**src/rtl/rr_fifo_arbiter.sv**
```systemverilog
// Round-robin drain stage between four upstream class FIFOs and four
// downstream FIFOs. Each cycle it pops at most one non-empty source,
// starting the search at rr_ptr. It captures the word the source presents
// one cycle later and pushes it to the downstream FIFO named by the word's
// two MSBs. Popping stops globally while any downstream FIFO is almost full.
// The up to two words already in flight always complete.
//
// Handshake: src_pop[i] is a combinational read strobe. The upstream FIFO
// presents the popped word on its src_data lane during the following cycle.
// dst_push[d] is a registered one-cycle write strobe qualified by data_out.
// Downstream has no ready, so its almost-full threshold must leave at least
// two free entries.
//
// Optional feature: define ARB_CNT_EN to add per-destination push counters
// on the push_cnt port.
module rr_fifo_arbiter #(
  parameter int DATA_SIZE = 6,
  parameter int CNT_W     = 8
) (
  input  logic                   clk,
  input  logic                   reset,
  input  logic [3:0]             src_empty,
  input  logic [4*DATA_SIZE-1:0] src_data,
  input  logic [3:0]             dst_almost_full,
  output logic [3:0]             src_pop,
  output logic [3:0]             dst_push,
  output logic [DATA_SIZE-1:0]   data_out,
`ifdef ARB_CNT_EN
  output logic [4*CNT_W-1:0]     push_cnt,
`endif
  output logic                   idle
);

  typedef enum logic [1:0] {
    ST_IDLE   = 2'd0,
    ST_ACTIVE = 2'd1,
    ST_PAUSE  = 2'd2
  } state_t;

  state_t               state;
  state_t               state_next;
  logic [1:0]           rr_ptr;
  logic [1:0]           grant;
  logic                 grant_ok;
  logic                 pop_fire;
  logic                 pend_valid;
  logic [1:0]           pend_src;
  logic [DATA_SIZE-1:0] pend_word;

  // Next state (pause wins), round-robin grant and the pop strobe.
  always_comb begin
    logic [1:0] idx;
    state_next = ST_IDLE;
    grant      = 2'd0;
    grant_ok   = 1'b0;
    src_pop    = 4'b0000;
    pop_fire   = 1'b0;
    idx        = 2'd0;
    if (|dst_almost_full) begin
      state_next = ST_PAUSE;
    end else if (!(&src_empty)) begin
      state_next = ST_ACTIVE;
    end
    for (int k = 0; k < 4; k++) begin
      idx = rr_ptr + 2'(k);
      if (!grant_ok && !src_empty[idx]) begin
        grant    = idx;
        grant_ok = 1'b1;
      end
    end
    if (state_next == ST_ACTIVE && grant_ok && !reset) begin
      pop_fire       = 1'b1;
      src_pop[grant] = 1'b1;
    end
  end

  // Select the lane of the source popped last cycle.
  always_comb begin
    pend_word = '0;
    for (int i = 0; i < 4; i++) begin
      if (pend_src == 2'(i)) begin
        pend_word = src_data[i*DATA_SIZE +: DATA_SIZE];
      end
    end
  end

  // FSM state, round-robin pointer and the pop-to-capture stage.
  always_ff @(posedge clk) begin
    if (reset) begin
      state      <= ST_IDLE;
      rr_ptr     <= 2'd0;
      pend_valid <= 1'b0;
      pend_src   <= 2'd0;
    end else begin
      state      <= state_next;
      pend_valid <= pop_fire;
      if (pop_fire) begin
        pend_src <= grant;
        rr_ptr   <= grant + 2'd1;
      end
    end
  end

  // Capture the presented word and strobe the destination named by its class.
  always_ff @(posedge clk) begin
    if (reset) begin
      dst_push <= 4'b0000;
      data_out <= '0;
    end else if (pend_valid) begin
      data_out <= pend_word;
      dst_push <= 4'b0001 << pend_word[DATA_SIZE-1 -: 2];
    end else begin
      dst_push <= 4'b0000;
    end
  end

  // Idle is decoded purely from flops: idle state, nothing pending, no push.
  always_comb begin
    idle = (state == ST_IDLE) && !pend_valid && (dst_push == 4'b0000);
  end

`ifdef ARB_CNT_EN
  logic [CNT_W-1:0] cnt [4];

  // Per-destination push counters, wrapping naturally at 2^CNT_W.
  always_ff @(posedge clk) begin
    if (reset) begin
      for (int d = 0; d < 4; d++) cnt[d] <= '0;
    end else begin
      for (int d = 0; d < 4; d++) begin
        if (dst_push[d]) cnt[d] <= cnt[d] + 1'b1;
      end
    end
  end

  for (genvar d = 0; d < 4; d++) begin : g_cnt
    assign push_cnt[d*CNT_W +: CNT_W] = cnt[d];
  end
`endif

endmodule
```
**config.mk**
```make
export PLATFORM = sky130hd
export DESIGN_NAME = rr_fifo_arbiter
export DESIGN_NICKNAME = d
export VERILOG_FILES = /design/src/rtl/rr_fifo_arbiter.sv
export SDC_FILE = /design/constraint.sdc
export NUM_CORES = 1
export LEC_CHECK = 0
export BUFFER_PORTS_ARGS = -buffer_cell sky130_fd_sc_hd__buf_2
export CORE_AREA = 2 2 50 52
export DETAILED_ROUTE_END_ITERATION = 6
export DIE_AREA = 0 0 52 54
export HOLD_SLACK_MARGIN = 0.1
export PLACE_DENSITY = 0.72
export SLEW_MARGIN = 20
export SYNTH_ARGS = -nofsm -noshare
export SYNTH_HDL_FRONTEND = slang
export SYNTH_SLANG_ARGS = --single-unit
```
**constraint.sdc**
```tcl
create_clock -name clk -period 1.4 [get_ports clk]
set_input_delay 0.07 -clock clk [delete_from_list [all_inputs] [get_ports clk]]
set_output_delay 0.07 -clock clk [all_outputs]
set_load 0.05 [all_outputs]
```
==> results_tabular.tex <==
\begin{tabular}{lr}
\hline
Metric & Value \\
\hline
\multicolumn{2}{l}{\textbf{Outcome}} \\
Run status & finished, violations left \\
Failing checks & setup timing \\
\multicolumn{2}{l}{\textbf{CTS}} \\
Insertion delay to the later sink of the worst-skew pair & 290 ps \\
Clock transition time at the flip-flop clock pins of the worst setup and hold paths & approximately 90 ps \\
Hold buffers post-CTS & 0 \\
Number of buffers created by CTS & 3 \\
CTS sink cnt & 17 \\
Bufs on Longest Clock Path & 2 \\
CTS tree & built \\
\# H-tree levels & 1 \\
Clock root buffer master & sky130\_fd\_sc\_hd\_\_clkbuf\_4 \\
\multicolumn{2}{l}{\textbf{Global route}} \\
Total global-route track usage & roughly 17\% \\
Global-route wire length before repair & 3.339 mm \\
Pin count of the biggest net entering global routing & 14 \\
Number of antenna violations at the first check in global routing & 0 \\
Via count of the first global-routing pass & 762 \\
Overflow left after global routing & 0 \\
\multicolumn{2}{l}{\textbf{Finish}} \\
Number of standard cells in the layout, taps in and fillers out & between 150 and 200 \\
Most frequent standard cell in the layout excluding fill and tap cells & sky130\_fd\_sc\_hd\_\_buf\_2 \\
Final net count & approximately 180 \\
Layout cell share with drive strength beyond 1 & 70.63\% \\
Post-synthesis to final-layout area growth & 74.51\% \\
Leading cell types in the layout, fill and taps excluded & 43 x sky130\_fd\_sc\_hd\_\_buf\_2, 11 x sky130\_fd\_sc\_hd\_\_buf\_4, 10 x sky130\_fd\_sc\_hd\_\_nor2\_1, 10 x sky130\_fd\_sc\_hd\_\_dfxtp\_1, 8 x sky130\_fd\_sc\_hd\_\_buf\_6 \\
Antenna diode count & 0 \\
Final cell area excluding filler cells & 1439 µm² \\
\multicolumn{2}{l}{\textbf{Synthesis}} \\
Post-synthesis sequential element count & 17 \\
Most used flip-flop cell after synthesis & sky130\_fd\_sc\_hd\_\_dfxtp\_1 \\
Net count of the mapped netlist & 113 \\
Sequential-to-total area share from yosys stat & 41.27\% \\
Distinct cell type count after synthesis & 26 \\
Number of instances in the synthesized netlist & 79 \\
Netlist Area Pre-Place & 824.5 µm² \\
FFs w/ async S/R, synth & 0\% \\
Synthesis Warnings & 0 \\
Mean post-synth cell area & 10.44 µm² \\
Post-synth EDFFs & 0 \\
\multicolumn{2}{l}{\textbf{Setup path}} \\
Top fanout value on the critical path & 4 \\
Launching element of the worst setup path & rr\_ptr[0] \\
CP most frequent cell & sky130\_fd\_sc\_hd\_\_buf\_6 \\
Worst R2R Path Depth & 8 \\
Signal arrival time at the worst endpoint & 1570 ps \\
Capturing element type of the critical path & output pin \\
Startpoint type of the worst setup path & flop \\
Type of the worst setup path & flop to output pin \\
Largest incremental delay on the critical path & $\sim$350 ps \\
Worst-path cell with the longest stage delay & sky130\_fd\_sc\_hd\_\_dfxtp\_2 \\
Destination of the critical timing path & src\_pop[3] \\
Worst r2r dst & rr\_ptr[1] \\
Required time worst endpoint & 1330 ps \\
Critical path cell sequence & buf\_4 > o221a\_4 > buf\_6 > nor3\_4 > buf\_6 \\
Reg2reg start & rr\_ptr[0] \\
Register-to-register setup slack & -190 ps \\
\multicolumn{2}{l}{\textbf{Place}} \\
Number of cells in the design after placement & 165 \\
Buffers on Ports & 48 \\
HPWL reported at the end of detailed placement & 1.872 mm \\
Routability Congestion & 0.7517 \\
Dpl cell area & 1296 µm² \\
\multicolumn{2}{l}{\textbf{Route}} \\
Detailed-route vias per instance & $\sim$5 \\
First drt pass iteration count & 4 \\
Routed wire length & 2.348 mm \\
DRC violations left & 0 \\
Routed length per instance & 13.57 µm \\
Via Count & 856 \\
Count of antenna-violating nets left after detailed routing & 0 \\
Initial drt markers & 19 \\
\multicolumn{2}{l}{\textbf{STA}} \\
Time the final worst path needs with I/O delays and setup & 1640 ps \\
RSZ-0062 raised after global routing & yes \\
Max-slew violation count & 0 \\
Number of failing hold endpoints at the final stage & 0 \\
Final critical-path setup slack & -240.3 ps \\
Endpoints failing setup & 6 \\
Measured slew at the worst slew-check pin & approximately 540 ps \\
Final Skew & 2.606 ps \\
Worst relative slew slack & 64.27\% \\
Achievable Freq & 609.6 MHz \\
Portion of the clock cycle consumed by the worst path in the final layout & 117.2\% \\
Total negative setup slack & -1215 ps \\
\multicolumn{2}{l}{\textbf{Power and ir drop}} \\
Proportion of total power due to net switching & between 20\% and 30\% \\
Total internal power & 709.2 µW \\
Clock network fraction of total power & 26.4\% \\
Leakage power figure & 0.0006400 µW \\
Combinational share of power & 22.9\% \\
Net switching power of the design & 263.4 µW \\
Power density of the placed cells & 675.9 nW/µm² \\
Reg power frac & 50.7\% \\
Worst voltage drop across the vdd grid & 0.4515 mV \\
\multicolumn{2}{l}{\textbf{Floorplanning}} \\
Cell row count & 18 \\
Total core area & approximately 2300 µm² \\
Die Width & 52 µm \\
Starting density of the core & between 30\% and 40\% \\
Y dimension of the die & 54 µm \\
Count of pins on the block boundary & 49 \\
Die Footprint & about 2800 µm² \\
\multicolumn{2}{l}{\textbf{Run}} \\
Count of max-cap constraint violations & 0 \\
\multicolumn{2}{l}{\textbf{Min path}} \\
Class of the worst hold path & input port to flop \\
\hline
\end{tabular}
[critical path, delay by kind of cell, from the launching register on]
kind | cells | cell delay (ps)
AOI/OAI and AO/OA | 1 | 310
buffers and inverters | 3 | 450
DFF | 1 | 350
and+or+nand+nor | 1 | 170
[power by group through the flow]
stage               combinational, µW  clock, µW  sequential, µW
floorplan                         102          0             512
global placement                  188          0             505
detailed placement                194          0             506
CTS                               214        270             495
global route                      237        294             494
finish                            223        257             493
[registers in the layout, summed over array words and instances (netlist names)]
| signal | cells |
|---|---|
| pend_valid | 1 |
| rr_ptr | 2 |
| data_out | 6 |
| pend_src | 2 |
| state | 2 |
| dst_push | 4 |
[cell families after synthesis]
| logic type | share of synthesized area, % |
|---|---|
| buffers and inverters | 4.400 |
| multiplexers | 23.67 |
| AND/OR/NAND/NOR | 20.03 |
| AO/OA/AOI/OAI | 9.560 |
| flip-flops | 41.28 |
| XOR/XNOR | 1.062 |
[routing by layer]
| layer | vias to the layer above | share of wire, % | global-route usage, % |
|---|---|---|---|
| met5 | - | 0 | 0 |
| met4 | 0 | 0 | 4.825 |
| met3 | 0 | 3.3 | 4.167 |
| met2 | 22 | 62 | 31.86 |
| met1 | 416 | 35 | 17.64 |
| li1 | 418 | - | - |
[worst min-delay path by stage]
| stage | slack (ps) | cells past startpoint | from | endpoint |
|---|---|---|---|---|
| after detailed placement | 420 | 4 | dst_almost_full[2] | state[1] |
| after global placement | 420 | 4 | dst_almost_full[2] | state[1] |
| after CTS | 100 | 4 | dst_almost_full[2] | state[1] |
| after floorplan | 130 | 1 | reset | dst_push[1] |
| after global routing | 140 | 4 | dst_almost_full[1] | state[1] |
| final | 110 | 4 | dst_almost_full[2] | state[1] |
[cell type report]
type	instances	area, µm²
clock inverter	1	5.005
inverter	5	18.77
fill	205	880.8
clock buffer	3	22.52
tap	30	37.54
timing repair buffer	64	422.9
sequential	17	356.6
multi-input combinational	53	575.6
[stage by stage]
stage,total power [µW],hold slack [ps],setup WS [ps],utilization [%]
2_1_floorplan,613.4,132.0,-224.9,-
3_3_place_gp,692.9,417.1,-33.43,55.88
3_5_place_dp,699.4,417.3,-81.02,55.88
4_1_cts,978.7,103.5,-243.1,60.95
5_1_grt,1026,143.2,-315.5,62.03
6_report,972.6,108.3,-240.3,62.03
[cells in the mapped netlist, types with 2 or more instances]
master | number | area (µm²)
sky130_fd_sc_hd__inv_1 | 4 | 15.01
sky130_fd_sc_hd__a211oi_2 | 2 | 25.02
sky130_fd_sc_hd__nor4_1 | 3 | 18.77
sky130_fd_sc_hd__nor4b_2 | 2 | 30.03
sky130_fd_sc_hd__mux4_2 | 6 | 135.1
sky130_fd_sc_hd__a21oi_1 | 4 | 20.02
sky130_fd_sc_hd__nor2_1 | 11 | 41.29
sky130_fd_sc_hd__buf_2 | 2 | 10.01
sky130_fd_sc_hd__dfxtp_1 | 17 | 340.3
sky130_fd_sc_hd__mux2i_1 | 6 | 60.06
sky130_fd_sc_hd__clkbuf_1 | 2 | 7.510
sky130_fd_sc_hd__nand2_1 | 5 | 18.77
sky130_fd_sc_hd__nor3_1 | 2 | 10.01
[timing repair]
item	in CTS	in global routing
gates resized for setup	17	4
setup buffers	3	1
setup endpoints to repair	11	8
pin swaps	9	2
endpoints found under the hold margin	0	0
Note: power is estimated with default switching activity, not from simulation.
